`config.mk`:
```
export PLATFORM = sky130hd
export DESIGN_NAME = mem_ir_stage_flat
export DESIGN_NICKNAME = d
export VERILOG_FILES = /design/src/rtl/mem_ir_stage_pkg.sv /design/src/rtl/mem_ir_stage_if.sv /design/src/rtl/mem_ir_stage_timer.sv /design/src/rtl/mem_ir_stage.sv /design/src/flat_wrapper.sv
export SDC_FILE = /design/constraint.sdc
export NUM_CORES = 1
export LEC_CHECK = 0
export BUFFER_PORTS_ARGS = -buffer_cell sky130_fd_sc_hd__buf_2
export CAP_MARGIN = 20
export CELL_PAD_IN_SITES_DETAIL_PLACEMENT = 2
export CELL_PAD_IN_SITES_GLOBAL_PLACEMENT = 2
export CORE_ASPECT_RATIO = 0.8
export CORE_MARGIN = 3
export CORE_UTILIZATION = 22
export DETAILED_ROUTE_END_ITERATION = 10
export GPL_TIMING_DRIVEN = 1
export HOLD_SLACK_MARGIN = 0.03
export PLACE_DENSITY_LB_ADDON = 0.25
export SYNTH_ARGS = -nofsm -noshare
export SYNTH_HDL_FRONTEND = slang
export SYNTH_SLANG_ARGS = --single-unit
```
`constraint.sdc`:
```
create_clock -name clk -period 1.53 [get_ports clk]
set_clock_uncertainty 0.1 [all_clocks]
set_input_delay 0 -clock clk [delete_from_list [all_inputs] [get_ports clk]]
set_output_delay 0 -clock clk [all_outputs]
set_load 0.005 [all_outputs]
```
`src/rtl/mem_ir_stage_pkg.sv`:
```
// Purpose: definitions shared by the multicycle MIPS core. This file holds
//          opcode/funct constants, the instruction field bit positions, the
//          FSM state encodings and the default bus timeout.
// Ports:   none (package).
package mips_mc_pkg;

    // Default bus timeout and the timer width that can hold it (1..255)
    localparam int unsigned TIMEOUT_CYC_DEF = 255;
    localparam int unsigned TIMER_W         = 8;

    // Opcodes
    localparam logic [5:0] OP_RTYPE = 6'h00;
    localparam logic [5:0] OP_J     = 6'h02;
    localparam logic [5:0] OP_JAL   = 6'h03;
    localparam logic [5:0] OP_BEQ   = 6'h04;
    localparam logic [5:0] OP_ADDI  = 6'h08;
    localparam logic [5:0] OP_LW    = 6'h23;
    localparam logic [5:0] OP_SW    = 6'h2b;

    // R-type funct codes
    localparam logic [5:0] FN_ADD = 6'h20;
    localparam logic [5:0] FN_SUB = 6'h22;
    localparam logic [5:0] FN_AND = 6'h24;
    localparam logic [5:0] FN_OR  = 6'h25;
    localparam logic [5:0] FN_SLT = 6'h2a;

    // Instruction field bit positions
    localparam int unsigned OP_MSB  = 31;
    localparam int unsigned OP_LSB  = 26;
    localparam int unsigned RS_MSB  = 25;
    localparam int unsigned RS_LSB  = 21;
    localparam int unsigned RT_MSB  = 20;
    localparam int unsigned RT_LSB  = 16;
    localparam int unsigned RD_MSB  = 15;
    localparam int unsigned RD_LSB  = 11;
    localparam int unsigned IMM_MSB = 15;
    localparam int unsigned IMM_LSB = 0;
    localparam int unsigned FN_MSB  = 5;
    localparam int unsigned FN_LSB  = 0;

    // Memory stage FSM encoding
    localparam logic [1:0] ST_IDLE_ENC = 2'd0;
    localparam logic [1:0] ST_REQ_ENC  = 2'd1;
    localparam logic [1:0] ST_DONE_ENC = 2'd2;

    typedef enum logic [1:0] {
        ST_IDLE = ST_IDLE_ENC,
        ST_REQ  = ST_REQ_ENC,
        ST_DONE = ST_DONE_ENC
    } mem_state_t;

    // Kind of access latched when a bus cycle is issued
    typedef enum logic [1:0] {
        K_FETCH = 2'd0,
        K_LOAD  = 2'd1,
        K_STORE = 2'd2
    } access_kind_t;

endpackage

```
`src/rtl/mem_ir_stage_if.sv`:
```
// Purpose: req/ack bus for the shared instruction/data memory.
// Ports:   master = memory stage (drives req/we/addr/wdata, receives rdata/ack)
//          slave  = memory model (the reverse).
interface mem_ir_stage_if #(
    parameter int unsigned WIDTH = 32
);
    logic             mem_req;
    logic             mem_we;
    logic [WIDTH-1:0] mem_addr;
    logic [WIDTH-1:0] mem_wdata;
    logic [WIDTH-1:0] mem_rdata;
    logic             mem_ack;

    modport master (
        output mem_req, mem_we, mem_addr, mem_wdata,
        input  mem_rdata, mem_ack
    );

    modport slave (
        input  mem_req, mem_we, mem_addr, mem_wdata,
        output mem_rdata, mem_ack
    );
endinterface

```
`src/rtl/mem_ir_stage_timer.sv`:
```
// Purpose: bus_timeout_timer is a saturating cycle counter with a terminal-count
//          flag. It is used to bound how long a requester waits for an ack.
// Ports:   clk, rst   clock, synchronous active-high reset
//          i_clr      restart the count at zero
//          i_en       count one cycle
//          o_tc_c     count == TERM-1 (combinational)
module bus_timeout_timer #(
    parameter int unsigned CNT_W = 8,
    parameter int unsigned TERM  = 255
) (
    input  logic clk,
    input  logic rst,
    input  logic i_clr,
    input  logic i_en,
    output logic o_tc_c
);
    localparam logic [CNT_W-1:0] TC_VAL  = CNT_W'(TERM - 1);
    localparam logic [CNT_W-1:0] SAT_VAL = '1;

    logic [CNT_W-1:0] r_count;

    // Counter holds at all-ones so it can never wrap back below the terminal count
    always_ff @(posedge clk) begin
        if (rst) begin
            r_count <= '0;
        end else if (i_clr) begin
            r_count <= '0;
        end else if (i_en && (r_count != SAT_VAL)) begin
            r_count <= r_count + CNT_W'(1);
        end
    end

    assign o_tc_c = (r_count == TC_VAL);
endmodule

```
`src/rtl/mem_ir_stage.sv`:
```
// Purpose: memory-access / instruction-register stage of the multicycle MIPS
//          core. It turns IR_Write / Mem_Write / IorD strobes into one req/ack bus
//          transfer and holds the IR and the MDR.
// Ports:   clk, rst                   clock, synchronous active-high reset
//          pc, alu_out, wd            fetch address, data address, store data
//          IorD, Mem_Write, IR_Write  control strobes
//          bus                        memory bus (master side)
//          instr, Op, Funct, rs, rt, rd, imm   IR and its decoded fields
//          mdr                        memory data register
//          busy                       stall request (combinational)
//          align_err, bus_err         one-cycle error pulses
module mem_ir_stage
    import mips_mc_pkg::*;
#(
    parameter int unsigned WIDTH       = 32,
    parameter int unsigned TIMEOUT_CYC = TIMEOUT_CYC_DEF
) (
    input  logic             clk,
    input  logic             rst,
    input  logic [WIDTH-1:0] pc,
    input  logic [WIDTH-1:0] alu_out,
    input  logic [WIDTH-1:0] wd,
    input  logic             IorD,
    input  logic             Mem_Write,
    input  logic             IR_Write,
    mem_ir_stage_if.master   bus,
    output logic [WIDTH-1:0] instr,
    output logic [5:0]       Op,
    output logic [5:0]       Funct,
    output logic [4:0]       rs,
    output logic [4:0]       rt,
    output logic [4:0]       rd,
    output logic [15:0]      imm,
    output logic [WIDTH-1:0] mdr,
    output logic             busy,
    output logic             align_err,
    output logic             bus_err
);
    mem_state_t       r_state,     w_state_nxt;
    access_kind_t     r_kind,      w_kind_nxt;
    logic             r_mem_req,   w_mem_req_nxt;
    logic             r_mem_we,    w_mem_we_nxt;
    logic [WIDTH-1:0] r_mem_addr,  w_mem_addr_nxt;
    logic [WIDTH-1:0] r_mem_wdata, w_mem_wdata_nxt;
    logic [WIDTH-1:0] r_instr,     w_instr_nxt;
    logic [WIDTH-1:0] r_mdr,       w_mdr_nxt;
    logic             r_align_err, w_align_err_nxt;
    logic             r_bus_err,   w_bus_err_nxt;

    logic             w_fetch, w_store, w_load, w_cmd, w_aligned;
    logic [WIDTH-1:0] w_addr;
    logic             w_tmr_clr, w_tmr_en, w_tmr_tc;

    // Command decode with priority FETCH > STORE > LOAD
    assign w_fetch   = IR_Write;
    assign w_store   = Mem_Write & ~IR_Write;
    assign w_load    = IorD & ~Mem_Write & ~IR_Write;
    assign w_cmd     = w_fetch | w_store | w_load;
    // A fetch always uses pc, even when IorD is also high
    assign w_addr    = (IorD && !w_fetch) ? alu_out : pc;
    assign w_aligned = (w_addr[1:0] == 2'b00);

    bus_timeout_timer #(
        .CNT_W (TIMER_W),
        .TERM  (TIMEOUT_CYC)
    ) u_timer (
        .clk    (clk),
        .rst    (rst),
        .i_clr  (w_tmr_clr),
        .i_en   (w_tmr_en),
        .o_tc_c (w_tmr_tc)
    );

    // State and datapath registers
    always_ff @(posedge clk) begin
        if (rst) begin
            r_state     <= ST_IDLE;
            r_kind      <= K_FETCH;
            r_mem_req   <= 1'b0;
            r_mem_we    <= 1'b0;
            r_mem_addr  <= '0;
            r_mem_wdata <= '0;
            r_instr     <= '0;
            r_mdr       <= '0;
            r_align_err <= 1'b0;
            r_bus_err   <= 1'b0;
        end else begin
            r_state     <= w_state_nxt;
            r_kind      <= w_kind_nxt;
            r_mem_req   <= w_mem_req_nxt;
            r_mem_we    <= w_mem_we_nxt;
            r_mem_addr  <= w_mem_addr_nxt;
            r_mem_wdata <= w_mem_wdata_nxt;
            r_instr     <= w_instr_nxt;
            r_mdr       <= w_mdr_nxt;
            r_align_err <= w_align_err_nxt;
            r_bus_err   <= w_bus_err_nxt;
        end
    end

    // Next-state and next-register logic
    always_comb begin
        w_state_nxt     = r_state;
        w_kind_nxt      = r_kind;
        w_mem_req_nxt   = r_mem_req;
        w_mem_we_nxt    = r_mem_we;
        w_mem_addr_nxt  = r_mem_addr;
        w_mem_wdata_nxt = r_mem_wdata;
        w_instr_nxt     = r_instr;
        w_mdr_nxt       = r_mdr;
        w_align_err_nxt = 1'b0;
        w_bus_err_nxt   = 1'b0;
        w_tmr_clr       = 1'b0;
        w_tmr_en        = 1'b0;

        case (r_state)
            ST_IDLE: begin
                if (w_cmd) begin
                    if (w_aligned) begin
                        w_mem_req_nxt   = 1'b1;
                        w_mem_we_nxt    = w_store;
                        w_mem_addr_nxt  = w_addr;
                        w_mem_wdata_nxt = w_store ? wd : '0;
                        w_kind_nxt      = w_fetch ? K_FETCH : (w_store ? K_STORE : K_LOAD);
                        w_tmr_clr       = 1'b1;
                        w_state_nxt     = ST_REQ;
                    end else begin
                        w_align_err_nxt = 1'b1;
                        w_state_nxt     = ST_DONE;
                    end
                end
            end
            ST_REQ: begin
                // An ack takes priority over a timeout that falls in the same cycle
                if (bus.mem_ack) begin
                    w_mem_req_nxt = 1'b0;
                    w_mem_we_nxt  = 1'b0;
                    case (r_kind)
                        K_FETCH: w_instr_nxt = bus.mem_rdata;
                        K_LOAD:  w_mdr_nxt   = bus.mem_rdata;
                        default: ;
                    endcase
                    w_state_nxt = ST_DONE;
                end else if (w_tmr_tc) begin
                    w_mem_req_nxt = 1'b0;
                    w_mem_we_nxt  = 1'b0;
                    w_bus_err_nxt = 1'b1;
                    w_state_nxt   = ST_DONE;
                end else begin
                    w_tmr_en = 1'b1;
                end
            end
            // One-cycle guard so a strobe that is still held does not re-issue
            ST_DONE: w_state_nxt = ST_IDLE;
            default: w_state_nxt = ST_IDLE;
        endcase
    end

    assign busy = (r_state == ST_REQ) | ((r_state == ST_IDLE) & w_cmd & w_aligned);

    assign bus.mem_req   = r_mem_req;
    assign bus.mem_we    = r_mem_we;
    assign bus.mem_addr  = r_mem_addr;
    assign bus.mem_wdata = r_mem_wdata;

    assign instr     = r_instr;
    assign mdr       = r_mdr;
    assign align_err = r_align_err;
    assign bus_err   = r_bus_err;

    assign Op    = r_instr[OP_MSB:OP_LSB];
    assign Funct = r_instr[FN_MSB:FN_LSB];
    assign rs    = r_instr[RS_MSB:RS_LSB];
    assign rt    = r_instr[RT_MSB:RT_LSB];
    assign rd    = r_instr[RD_MSB:RD_LSB];
    assign imm   = r_instr[IMM_MSB:IMM_LSB];
endmodule

```
`src/flat_wrapper.sv`:
```
// flat-port wrapper written by rule: the top's interface ports become plain ports
module mem_ir_stage_flat import mips_mc_pkg::*;
#(
    parameter int unsigned WIDTH       = 32,
    parameter int unsigned TIMEOUT_CYC = TIMEOUT_CYC_DEF
)
  (clk, rst, pc, alu_out, wd, IorD, Mem_Write, IR_Write, instr, Op, Funct, rs, rt, rd, imm, mdr, busy, align_err, bus_err, bus_mem_req, bus_mem_we, bus_mem_addr, bus_mem_wdata, bus_mem_rdata, bus_mem_ack);
  mem_ir_stage_if #(.WIDTH(WIDTH)) bus_i ();
  input  logic clk;
  input  logic rst;
  input  logic [WIDTH-1:0] pc;
  input  logic [WIDTH-1:0] alu_out;
  input  logic [WIDTH-1:0] wd;
  input  logic IorD;
  input  logic Mem_Write;
  input  logic IR_Write;
  output logic [WIDTH-1:0] instr;
  output logic [5:0] Op;
  output logic [5:0] Funct;
  output logic [4:0] rs;
  output logic [4:0] rt;
  output logic [4:0] rd;
  output logic [15:0] imm;
  output logic [WIDTH-1:0] mdr;
  output logic busy;
  output logic align_err;
  output logic bus_err;
  output wire logic [$bits(bus_i.mem_req)-1:0] bus_mem_req;
  output wire logic [$bits(bus_i.mem_we)-1:0] bus_mem_we;
  output wire logic [$bits(bus_i.mem_addr)-1:0] bus_mem_addr;
  output wire logic [$bits(bus_i.mem_wdata)-1:0] bus_mem_wdata;
  input wire logic [$bits(bus_i.mem_rdata)-1:0] bus_mem_rdata;
  input wire logic [$bits(bus_i.mem_ack)-1:0] bus_mem_ack;
  assign bus_mem_req = bus_i.mem_req;
  assign bus_mem_we = bus_i.mem_we;
  assign bus_mem_addr = bus_i.mem_addr;
  assign bus_mem_wdata = bus_i.mem_wdata;
  assign bus_i.mem_rdata = bus_mem_rdata;
  assign bus_i.mem_ack = bus_mem_ack;
  mem_ir_stage #(.WIDTH(WIDTH), .TIMEOUT_CYC(TIMEOUT_CYC)) u_core (.clk(clk), .rst(rst), .pc(pc), .alu_out(alu_out), .wd(wd), .IorD(IorD), .Mem_Write(Mem_Write), .IR_Write(IR_Write), .bus(bus_i), .instr(instr), .Op(Op), .Funct(Funct), .rs(rs), .rt(rt), .rd(rd), .imm(imm), .mdr(mdr), .busy(busy), .align_err(align_err), .bus_err(bus_err));
endmodule
```
==> flow_summary.ini, run 1 <==
[synthesis]
yosysTopAreaCell = dfxtp_1
synthArstFlopShare_pct = 0
synth.distinct_cells = 42
synth_area_leaders = dfxtp_1 (51%), nand2_1 (8.9%), a21oi_1 (8.7%)
syn-cell-area_um2 = 5710
ys_warn_count = 0
syn_avg_cell_area_um2 = 9.05
ys_seq_elements = 144
syn_nets = 767
synth_most_common_cell = dfxtp_1
syn_inst = 631
synth-edff-count = 0
seq_area_frac_synth_pct = 50.5
synthTopCellsByCount = dfxtp_1 (144), nand2_1 (136), a21oi_1 (99)
synth_top_area_share_pct = 50.5
synthFlopType = dfxtp_1

[grt]
grt_overflow = 0
grt_pass1_wl_um = 38800
grt.total_usage_pct = 17.8
grt_antenna_before_repair = 0
grt_pass1_vias = 6855
use_met2_pct = 32.2
grt_max_degree = 45
grt_most_used_layer = met2
met1_usage_pct = 21.2
grt_util_met3_pct = 4.93

[setup_path]
critPathRequiredTime_ps = 1780
cp_max_fo = 4
cpMostUsedCell = o211ai_1
cp.buffers_inverters = 1
cp_cell_sequence = inv_2 > ha_4 > o211ai_1 > o211ai_1 > or3_1 > a21oi_2
crit_start = u_core.u_timer.r_count[0]
r2r-start = u_core.u_timer.r_count[0]
r2r_end = u_core.u_timer.r_count[7]
ff2ff_path_depth = 6
critical_path.endpoint_type = flop
cp_slowest_cell = or3_1
critPathTopFamily = compound AO/OA/AOI/OAI gates
max_stage_delay_ps = 360
cp_data_arrival_time_ps = 1950
path_class = flop to flop
start_kind = flop
rrSetupSlack_ps = -170

[cells_and_area]
multiInputGateArea_um2 = 2780
nFillCells = 2822
drive_gt1_share_pct = 47.8
seq_area_um2 = 2900
area_delta_synth_final_pct = 79.0
antenna-diode-count = 0
fin_nets = 1188

[power]
leakagePower_nw = 4.69
power.density_nw_per_um2 = 913
ir_drop_uv = 699
total_power_w = 0.00933

[placed_design]
gp_congestion = 0.733
dpl.hpwl_um = 16400
numPortBuffers = 309
pre_cts_ws_ps = -183

[floorplan]
ioPinCount = 310
die_h_um = 150
dieArea_um2 = 27900
initial_utilization_pct = 22.4
fp.coreArea_um2 = 25400
num_rows = 52
die_x_um = 186

[sta]
post-route-period-util_pct = 111
finalCriticalPeriod_ps = 1700
postLayoutSetupSlackWorst_ps = -170
setup_viol = 29
hold_violations = 0
rsz0062_at_grt = yes
fin_hold_ws_ps = 100
timing.slew.headroom_pct = 52.3
tightestPinTransition_ps = 715
slew_violations = 0
clock.fmax_mhz = 588

[min_path]
hold_class = input pin to flop
min-delay-start = alu_out[0]
whs_endpoint = u_core.align_err
min_delay_path_depth = 4

[clock_tree]
cts.clk_slew.worst_paths_ps = 60
cts_tree = yes
cts_max_level = 4
cts_sinks = 144
clockBufferDepth = 2
root_buffer = clkbuf_16
clk_latency_ps = 420
numCtsBuffers = 17

[status]
status = finished, violations left
violations = setup timing

[routing]
dr_total_vias = 6205
avgRoutedWirePerCell_um = 18.8
dr.pass1.iters = 4
viasPerCell = 4.38
route.detailed.drc = 0
postRouteAntennaNets = 0
wirelength_um = 26700
dr.first_iter.drc_count = 170

[run]
max_cap_viol_count = 0
## cells by family (layout without fill, tap and decap cells)
group / count (synthesis) / in the layout / share of synthesized area [%]
buffers and inverters: 93 / 527 / 9.67
XOR/XNOR: 4 / 4 / 0.614
AND/OR/NAND/NOR: 177 / 177 / 13.2
AO/OA/AOI/OAI: 179 / 179 / 19.9
flip-flops: 144 / 144 / 50.5
multiplexers: 32 / 32 / 5.70
adder cells (fa/ha/maj): 2 / 2 / 0.438
## placed cells by master, fill, tap and decap left out, drive strengths merged, types with 2 or more instances in the layout
| cell type | netlist | final |
|---|---|---|
| clkinv | 0 | 3 |
| nand3 | 3 | 3 |
| a22o | 32 | 32 |
| dfxtp | 144 | 144 |
| and3 | 3 | 3 |
| a21o | 2 | 2 |
| nand2 | 136 | 136 |
| o21a | 2 | 2 |
| ha | 2 | 2 |
| clkbuf | 32 | 25 |
| nor3 | 4 | 4 |
| a21oi | 100 | 100 |
| inv | 4 | 11 |
| o211ai | 2 | 2 |
| a211oi | 31 | 31 |
| or3 | 3 | 3 |
| nand2b | 3 | 3 |
| clkinvlp | 0 | 3 |
| nor2 | 10 | 10 |
| and2 | 6 | 6 |
| o21ai | 5 | 5 |
| buf | 57 | 356 |
| dlygate4sd3 | 0 | 129 |
| xnor2 | 3 | 3 |
| mux2i | 31 | 31 |
## power breakdown
| part | total [W] | internal, W | switching, W |
|---|---|---|---|
| Clock | 0.00403 | 0.00218 | 0.00185 |
| Combinational | 0.00137 | 0.000729 | 0.000638 |
| Sequential | 0.00394 | 0.00386 | 0.0000736 |
| Total | 0.00933 | 0.00677 | 0.00256 |
## worst max-delay path by stage
stage,to,depth (start not counted)
CTS,u_core.bus.mem_wdata[30],5
detailed placement,u_core.bus.mem_req,6
global route,u_core.u_timer.r_count[7],7
finish,u_core.u_timer.r_count[7],6
floorplan,u_core.mdr[10],6
global placement,u_core.bus.mem_req,6
## sequential cells by signal, summed over array words and instances (netlist names)
| register | cells |
|---|---|
| u_core.mdr | 32 |
| u_core.r_kind | 2 |
| u_core.instr | 32 |
| u_core.bus.mem_we | 1 |
| u_core.bus.mem_addr | 32 |
| u_core.bus.mem_req | 1 |
| u_core.align_err | 1 |
| u_core.r_state | 2 |
| u_core.u_timer.r_count | 8 |
| u_core.bus.mem_wdata | 32 |
| u_core.bus_err | 1 |
## what timing repair did
action | 4_1_cts | 5_1_grt
hold endpoints to repair | 131 | 0
resized for setup | 32 | 124
pin swaps | 6 | 50
setup buffers | 8 | 4
hold buffers | 129 | 0
setup endpoints to repair | 65 | 136
gates cloned | 3 | 7
## per-layer routing
metal | wire [um] | share of wire [%]
met5 | 0 | 0
met4 | 231 | 0.87
met3 | 1360 | 5.1
met2 | 13800 | 52
met1 | 11200 | 42
## layout make-up
class	count	area share [%]
multi-input combinational	394	27.2
clock buffer	19	4.33
inverter	4	0.147
timing repair buffer	491	34.6
sequential	144	28.3
clock inverter	13	1.15
tap	351	4.30
## tightest hold or removal path, delay by kind of cell
kind | cells | cell delay (ps)
and+or+nand+nor | 2 | 310
muxes | 1 | 170
buffers and inverters | 1 | 100
## through the flow
step	util [%]	cell area [um^2]	cells	setup TNS (ps)
finish	40.2	10200	1416	-1740
floorplan	-	5710	631	-1180
CTS	37.8	9630	1407	-1930
detailed placement	29.6	7520	1236	-1650
global placement	29.6	7520	1236	-591
global route	40.2	10200	1416	-4390
No activity file was read; power rests on OpenSTA's default activity.
==> run 2, diff against run 1 <==
--- a/config.mk
+++ b/config.mk
@@ -5,7 +5,7 @@
 export SDC_FILE = /design/constraint.sdc
 export NUM_CORES = 1
 export LEC_CHECK = 0
-export BUFFER_PORTS_ARGS = -buffer_cell sky130_fd_sc_hd__buf_2
+export BUFFER_PORTS_ARGS = -buffer_cell sky130_fd_sc_hd__buf_4
 export CAP_MARGIN = 20
 export CELL_PAD_IN_SITES_DETAIL_PLACEMENT = 2
 export CELL_PAD_IN_SITES_GLOBAL_PLACEMENT = 2
@@ -15,7 +15,8 @@
 export DETAILED_ROUTE_END_ITERATION = 10
 export GPL_TIMING_DRIVEN = 1
 export HOLD_SLACK_MARGIN = 0.03
-export PLACE_DENSITY_LB_ADDON = 0.25
+export PLACE_DENSITY_LB_ADDON = 0.1
 export SYNTH_ARGS = -nofsm -noshare
 export SYNTH_HDL_FRONTEND = slang
+export SYNTH_HIERARCHICAL = 1
 export SYNTH_SLANG_ARGS = --single-unit
==> run 2 against run 1 <==
Compared with the run above:
- the flow still finishes with violations (setup timing)
- critical path depth up 3
- hold slack barely moved
- sequential power is 1% higher
- combinational power up 50%
- setup slack worse by 320 ps
- synthesized cell count rose by 0.79%
- cell count is 1.2% higher
- utilization increased by 3.8 points
- first-iteration DRC count increased by 19%
- register-to-register slack worse by 320 ps
- final area is 10% higher
- critical path type unchanged
- largest cell class unchanged
- highest routed layer unchanged
==> flow_summary.ini, run 2 <==
[status]
status = finished, violations left
violations = setup timing

[power]
leakagePower_nw = 4.91
total_power_w = 0.0103
ir_drop_uv = 749
power.density_nw_per_um2 = 911

[floorplan]
die_x_um = 188
die_h_um = 151
initial_utilization_pct = 22.6
ioPinCount = 310
dieArea_um2 = 28400
num_rows = 52
fp.coreArea_um2 = 25600

[clock_tree]
clk_latency_ps = 420
cts.clk_slew.worst_paths_ps = 60
clockBufferDepth = 2
cts_max_level = 4
cts_sinks = 144
cts_tree = yes
numCtsBuffers = 17
root_buffer = clkbuf_16

[synthesis]
synth_most_common_cell = dfxtp_1
syn_inst = 636
seq_area_frac_synth_pct = 49.7
synthTopCellsByCount = dfxtp_1 (144), nand2_1 (139), a21oi_1 (97)
synth.distinct_cells = 41
synthFlopType = dfxtp_1
ys_seq_elements = 144
syn_nets = 772
synthArstFlopShare_pct = 0
syn-cell-area_um2 = 5800
yosysTopAreaCell = dfxtp_1
synth-edff-count = 0
synth_top_area_share_pct = 49.7
syn_avg_cell_area_um2 = 9.12
ys_warn_count = 6
synth_area_leaders = dfxtp_1 (50%), nand2_1 (9.0%), a21oi_1 (8.4%)

[placed_design]
numPortBuffers = 309
pre_cts_ws_ps = -465
dpl.hpwl_um = 16900
dpl-instance-area_um2 = 8370
gp_congestion = 0.764

[cells_and_area]
nFillCells = 2712
final_cell_mix = buf_4 (334), dfxtp_1 (142), nand2_1 (137)
area_delta_synth_final_pct = 94.3
fin_nets = 1205
final_common_cell = buf_4
drive_gt1_share_pct = 46.5
antenna-diode-count = 0
final_area_um2 = 11300

[routing]
wirelength_um = 30600
drt-met1-wl_um = 12400
wl_met2_um = 15700
dr_total_vias = 6524
viasPerCell = 4.55
top_layer_used = met4
postRouteAntennaNets = 0
dr.pass1.iters = 4
dr.first_iter.drc_count = 203
met3WireLength_um = 2150
avgRoutedWirePerCell_um = 21.3
route.detailed.drc = 0

[grt]
grt_max_degree = 69
grt.total_usage_pct = 19.2
grt_pass1_wl_um = 42500
grt_pass1_vias = 7406
grt_overflow = 0
grt_antenna_before_repair = 0

[sta]
finalCriticalPeriod_ps = 2020
hold_violations = 0
post-route-period-util_pct = 132
timing.slew.headroom_pct = 58.0
rsz0062_at_grt = yes
postLayoutSetupSlackWorst_ps = -492
tightestPinTransition_ps = 630
clock.fmax_mhz = 494
setup_viol = 96
slew_violations = 0

[setup_path]
critical_path.endpoint_type = flop
critPathRequiredTime_ps = 1780
rrSetupSlack_ps = -490
cp_data_arrival_time_ps = 2270
start_kind = flop
cp_max_fo = 6
path_class = flop to flop

[min_path]
hold_class = input pin to flop

[run]
max_cap_viol_count = 0
-- run 2: cell count changes after synthesis, sizes merged, moves of 3 or more --
cell / change
mux2i: +3
and4: +3
buf: +6
nand2: +3
xnor2: -3
and2: -3
clkbuf: -5
a31oi: +4
-- run 2: area by class of cell --
| class | instances | area, um^2 | share of cell area, % |
|---|---|---|---|
| timing repair buffer | 498 | 4440 | 39.4 |
| clock buffer | 17 | 425 | 3.77 |
| inverter | 5 | 28.8 | 0.255 |
| tap | 351 | 439 | 3.90 |
| sequential | 144 | 2890 | 25.6 |
| clock inverter | 15 | 164 | 1.45 |
| multi-input combinational | 403 | 2880 | 25.6 |
-- run 2: cell families (layout without fill, tap and decap cells) --
kind of cell / after synthesis / in the layout / synth area share (%)
and+or+nand+nor: 182 / 184 / 13.8
AOI/OAI and AO/OA: 178 / 182 / 19.8
DFF: 144 / 144 / 49.7
buffers and inverters: 95 / 535 / 10.1
muxes: 35 / 35 / 6.12
adders and majority gates: 2 / 2 / 0.431
-- run 2: per-stage QoR --
| stage | hold slack, ps | utilization [%] | std cells | TNS (ps) |
|---|---|---|---|---|
| 3_3_place_gp | 103 | 32.6 | 1240 | -14200 |
| 3_5_place_dp | 110 | 32.6 | 1240 | -18810 |
| 5_1_grt | 95.0 | 44.0 | 1433 | -20800 |
| 6_report | 99.8 | 44.0 | 1433 | -12600 |
| 2_1_floorplan | -23.3 | - | 636 | -2510 |
| 4_1_cts | 76.7 | 41.4 | 1420 | -9230 |
-- run 2: path summary, 6_finish.rpt --
path | from | end | cells past startpoint
setup / recovery | u_core/u_timer/r_count[0] | u_core/u_timer/r_count[5] | 9
hold / removal | Mem_Write | u_core/r_kind[0] | 4
setup reg to reg | u_core/u_timer/r_count[0] | u_core/u_timer/r_count[5] | 9
hold reg to reg | u_core/mdr[30] | u_core/mdr[30] | 2
-- run 2: metal layers --
layer  vias up  track usage [%]
li1       3055                -
met1      3233             21.6
met2       216             34.7
met3        20             7.27
met4         0             4.09
met5         -                0
-- run 2: critical path, cell delays in order (launching register included) --
cell and delay, ps:
dfxtp_4 360, inv_4 40, ha_4 150, nand3_2 90, nor2_2 50, or4b_4 520
inv_6 100, nand3_4 80, a2111oi_4 230, mux2i_1 250
-- run 2: what timing repair did --
item / CTS / global route
gates cloned: 9 / 5
gates resized for setup: 40 / 94
hold buffers: 127 / 0
pin swaps: 36 / 63
buffers inserted: 12 / 8
endpoints found under the setup margin: 115 / 143
endpoints found under the hold margin: 133 / 0
-- run 2: power breakdown --
part	switching (W)	leakage, nW	internal [W]
registers	0.000123	1.17	0.00387
clock network	0.00192	0.280	0.00232
logic	0.000891	3.46	0.00115
total	0.00293	4.91	0.00734
==> run 3, diff against run 2 <==
--- a/config.mk
+++ b/config.mk
@@ -9,13 +9,13 @@
 export CAP_MARGIN = 20
 export CELL_PAD_IN_SITES_DETAIL_PLACEMENT = 2
 export CELL_PAD_IN_SITES_GLOBAL_PLACEMENT = 2
-export CORE_ASPECT_RATIO = 0.8
 export CORE_MARGIN = 3
 export CORE_UTILIZATION = 22
 export DETAILED_ROUTE_END_ITERATION = 10
 export GPL_TIMING_DRIVEN = 1
 export HOLD_SLACK_MARGIN = 0.03
 export PLACE_DENSITY_LB_ADDON = 0.1
+export SETUP_SLACK_MARGIN = 0.05
 export SYNTH_ARGS = -nofsm -noshare
 export SYNTH_HDL_FRONTEND = slang
 export SYNTH_HIERARCHICAL = 1
==> run 3 against run 2 <==
Compared with the run above:
- the run still ends with setup timing left
- sequential share of layout area shrank 0.25 points
- register-to-register slack improved by 80 ps
- die area about the same
- clock-buffer cell count stayed put
- non-clock buffer count is 2 higher
- routed wire length decreased by 3.6%
- flip-flop and latch count unchanged
- clock power increased by 8.0%
- largest cell class unchanged
==> flow_summary.ini, run 3 (same netlist as run 2, synthesis figures left out) <==
[run]
max_cap_viol_count = 0

[status]
violations = setup timing
status = finished, violations left

[cells_and_area]
final_common_cell = buf_4
final_cell_mix = buf_4 (337), dfxtp_1 (142), dlygate4sd3_1 (128)
nFillCells = 2679
fin_util_pct = 44.5
instances_no_fill = 1416
antenna-diode-count = 0
area_delta_synth_final_pct = 96.0
fin_nets = 1209
drive_gt1_share_pct = 49.4

[clock_tree]
cts_max_level = 4
cts_sinks = 144
cts_tree = yes
clockBufferDepth = 2
clk_latency_ps = 420
cts.clk_slew.worst_paths_ps = 60
numCtsBuffers = 17
root_buffer = clkbuf_16

[grt]
grt_overflow = 0
grt_pass1_wl_um = 44900
grt_antenna_before_repair = 0
grt_max_degree = 55
grt_pass1_vias = 7705
grt.total_usage_pct = 20.2

[floorplan]
ioPinCount = 310
die_x_um = 168
fp.coreArea_um2 = 25500
die_h_um = 168
num_rows = 58
dieArea_um2 = 28400
initial_utilization_pct = 22.7

[placed_design]
gp_congestion = 0.773
numPortBuffers = 309
pre_cts_ws_ps = -478
dpl.hpwl_um = 16800
place_inst = 1217

[setup_path]
cp_data_arrival_time_ps = 2180
path_class = flop to flop
critical_path.endpoint_type = flop
critPathRequiredTime_ps = 1760
cp_max_fo = 4
start_kind = flop

[sta]
tightestPinTransition_ps = 762
hold_violations = 0
postLayoutSetupSlackWorst_ps = -416
rsz0062_at_grt = yes
timing.slew.headroom_pct = 49.2
slew_violations = 0
finalCriticalPeriod_ps = 1950
setup_viol = 120
post-route-period-util_pct = 127
tns_ps = -16050
clock.fmax_mhz = 514

[power]
leakagePower_nw = 5.02
ir_drop_uv = 421
power.density_nw_per_um2 = 904

[routing]
dr.first_iter.drc_count = 182
dr_total_vias = 6600
wirelength_um = 29500
route.detailed.drc = 0
avgRoutedWirePerCell_um = 20.8
dr.pass1.iters = 4
viasPerCell = 4.66
postRouteAntennaNets = 0

[min_path]
hold_class = input pin to flop
## run 3: cell types whose count changed in the layout (fill, tap and decap cells not counted), sizes merged
| cell | change |
|---|---|
| bufinv | +2 |
| clkbuf | -4 |
| bufbuf | -2 |
| buf | +7 |
| inv | -1 |
| clkinvlp | -2 |
| dlygate4sd3 | +1 |
| clkinv | +1 |
| and4 | +2 |
## run 3: metrics by stage
| step | hold WS, ps | power (W) | instance area [um^2] |
|---|---|---|---|
| after floorplan | -23.3 | 0.00449 | 5850 |
| after CTS | 40.0 | 0.0103 | 11200 |
| after global placement | 109 | 0.00512 | 8290 |
| final | 76.0 | 0.0103 | 11400 |
| after global routing | 76.5 | 0.0107 | 11400 |
| after detailed placement | 110 | 0.00516 | 8290 |
## run 3: layout make-up
cell class              instances  area (um^2)  area share (%)
flip-flops and latches        144         2890            25.4
repair buffers                500         4490            39.5
multi-input cells             405         2920            25.7
clock buffers                  17          425            3.74
clock inverters                15          211            1.86
well taps                     330          413            3.63
inverters                       5         28.8           0.253
## run 3: report_power, final
part	leakage, nW	internal (W)	switching [W]
logic	3.54	0.000991	0.000767
clock network	0.310	0.00266	0.00191
registers	1.17	0.00387	0.0000921
## run 3: repair_timing
item                       4_1_cts  5_1_grt
cloned                          16        2
hold endpoints to repair       132        0
pin swaps                       83       10
resized for setup              125       37
hold buffers                   128        0
setup buffers                   21        1
setup endpoints to repair      134      143
## run 3: worst max-delay path, cell delays in order (launching register included)
cell and delay [ps]:
dfxtp_4 360, inv_4 40, ha_4 150, nand3_2 70, nor2_2 50, or4b_4 510, inv_4 100, and4_4 220
a31oi_1 80, a211oi_1 190
## run 3: final timing paths
kind	end	slack [ps]	start	depth (start not counted)
setup / recovery	u_core/u_timer/r_count[7]	-420	u_core/u_timer/r_count[0]	9
hold / removal	u_core/u_timer/r_count[6]	80	rst	3
setup reg to reg	u_core/u_timer/r_count[7]	-420	u_core/u_timer/r_count[0]	9
hold reg to reg	u_core/mdr[0]	360	u_core/mdr[0]	2
## run 3: layer usage
metal | part of all wire, % | vias up | track usage, %
met5 | 0 | - | 0
met2 | 53 | 234 | 37.7
li1 | - | 3076 | -
met3 | 6.4 | 33 | 5.33
met4 | 1.5 | 0 | 5.41
met1 | 39 | 3257 | 22.6
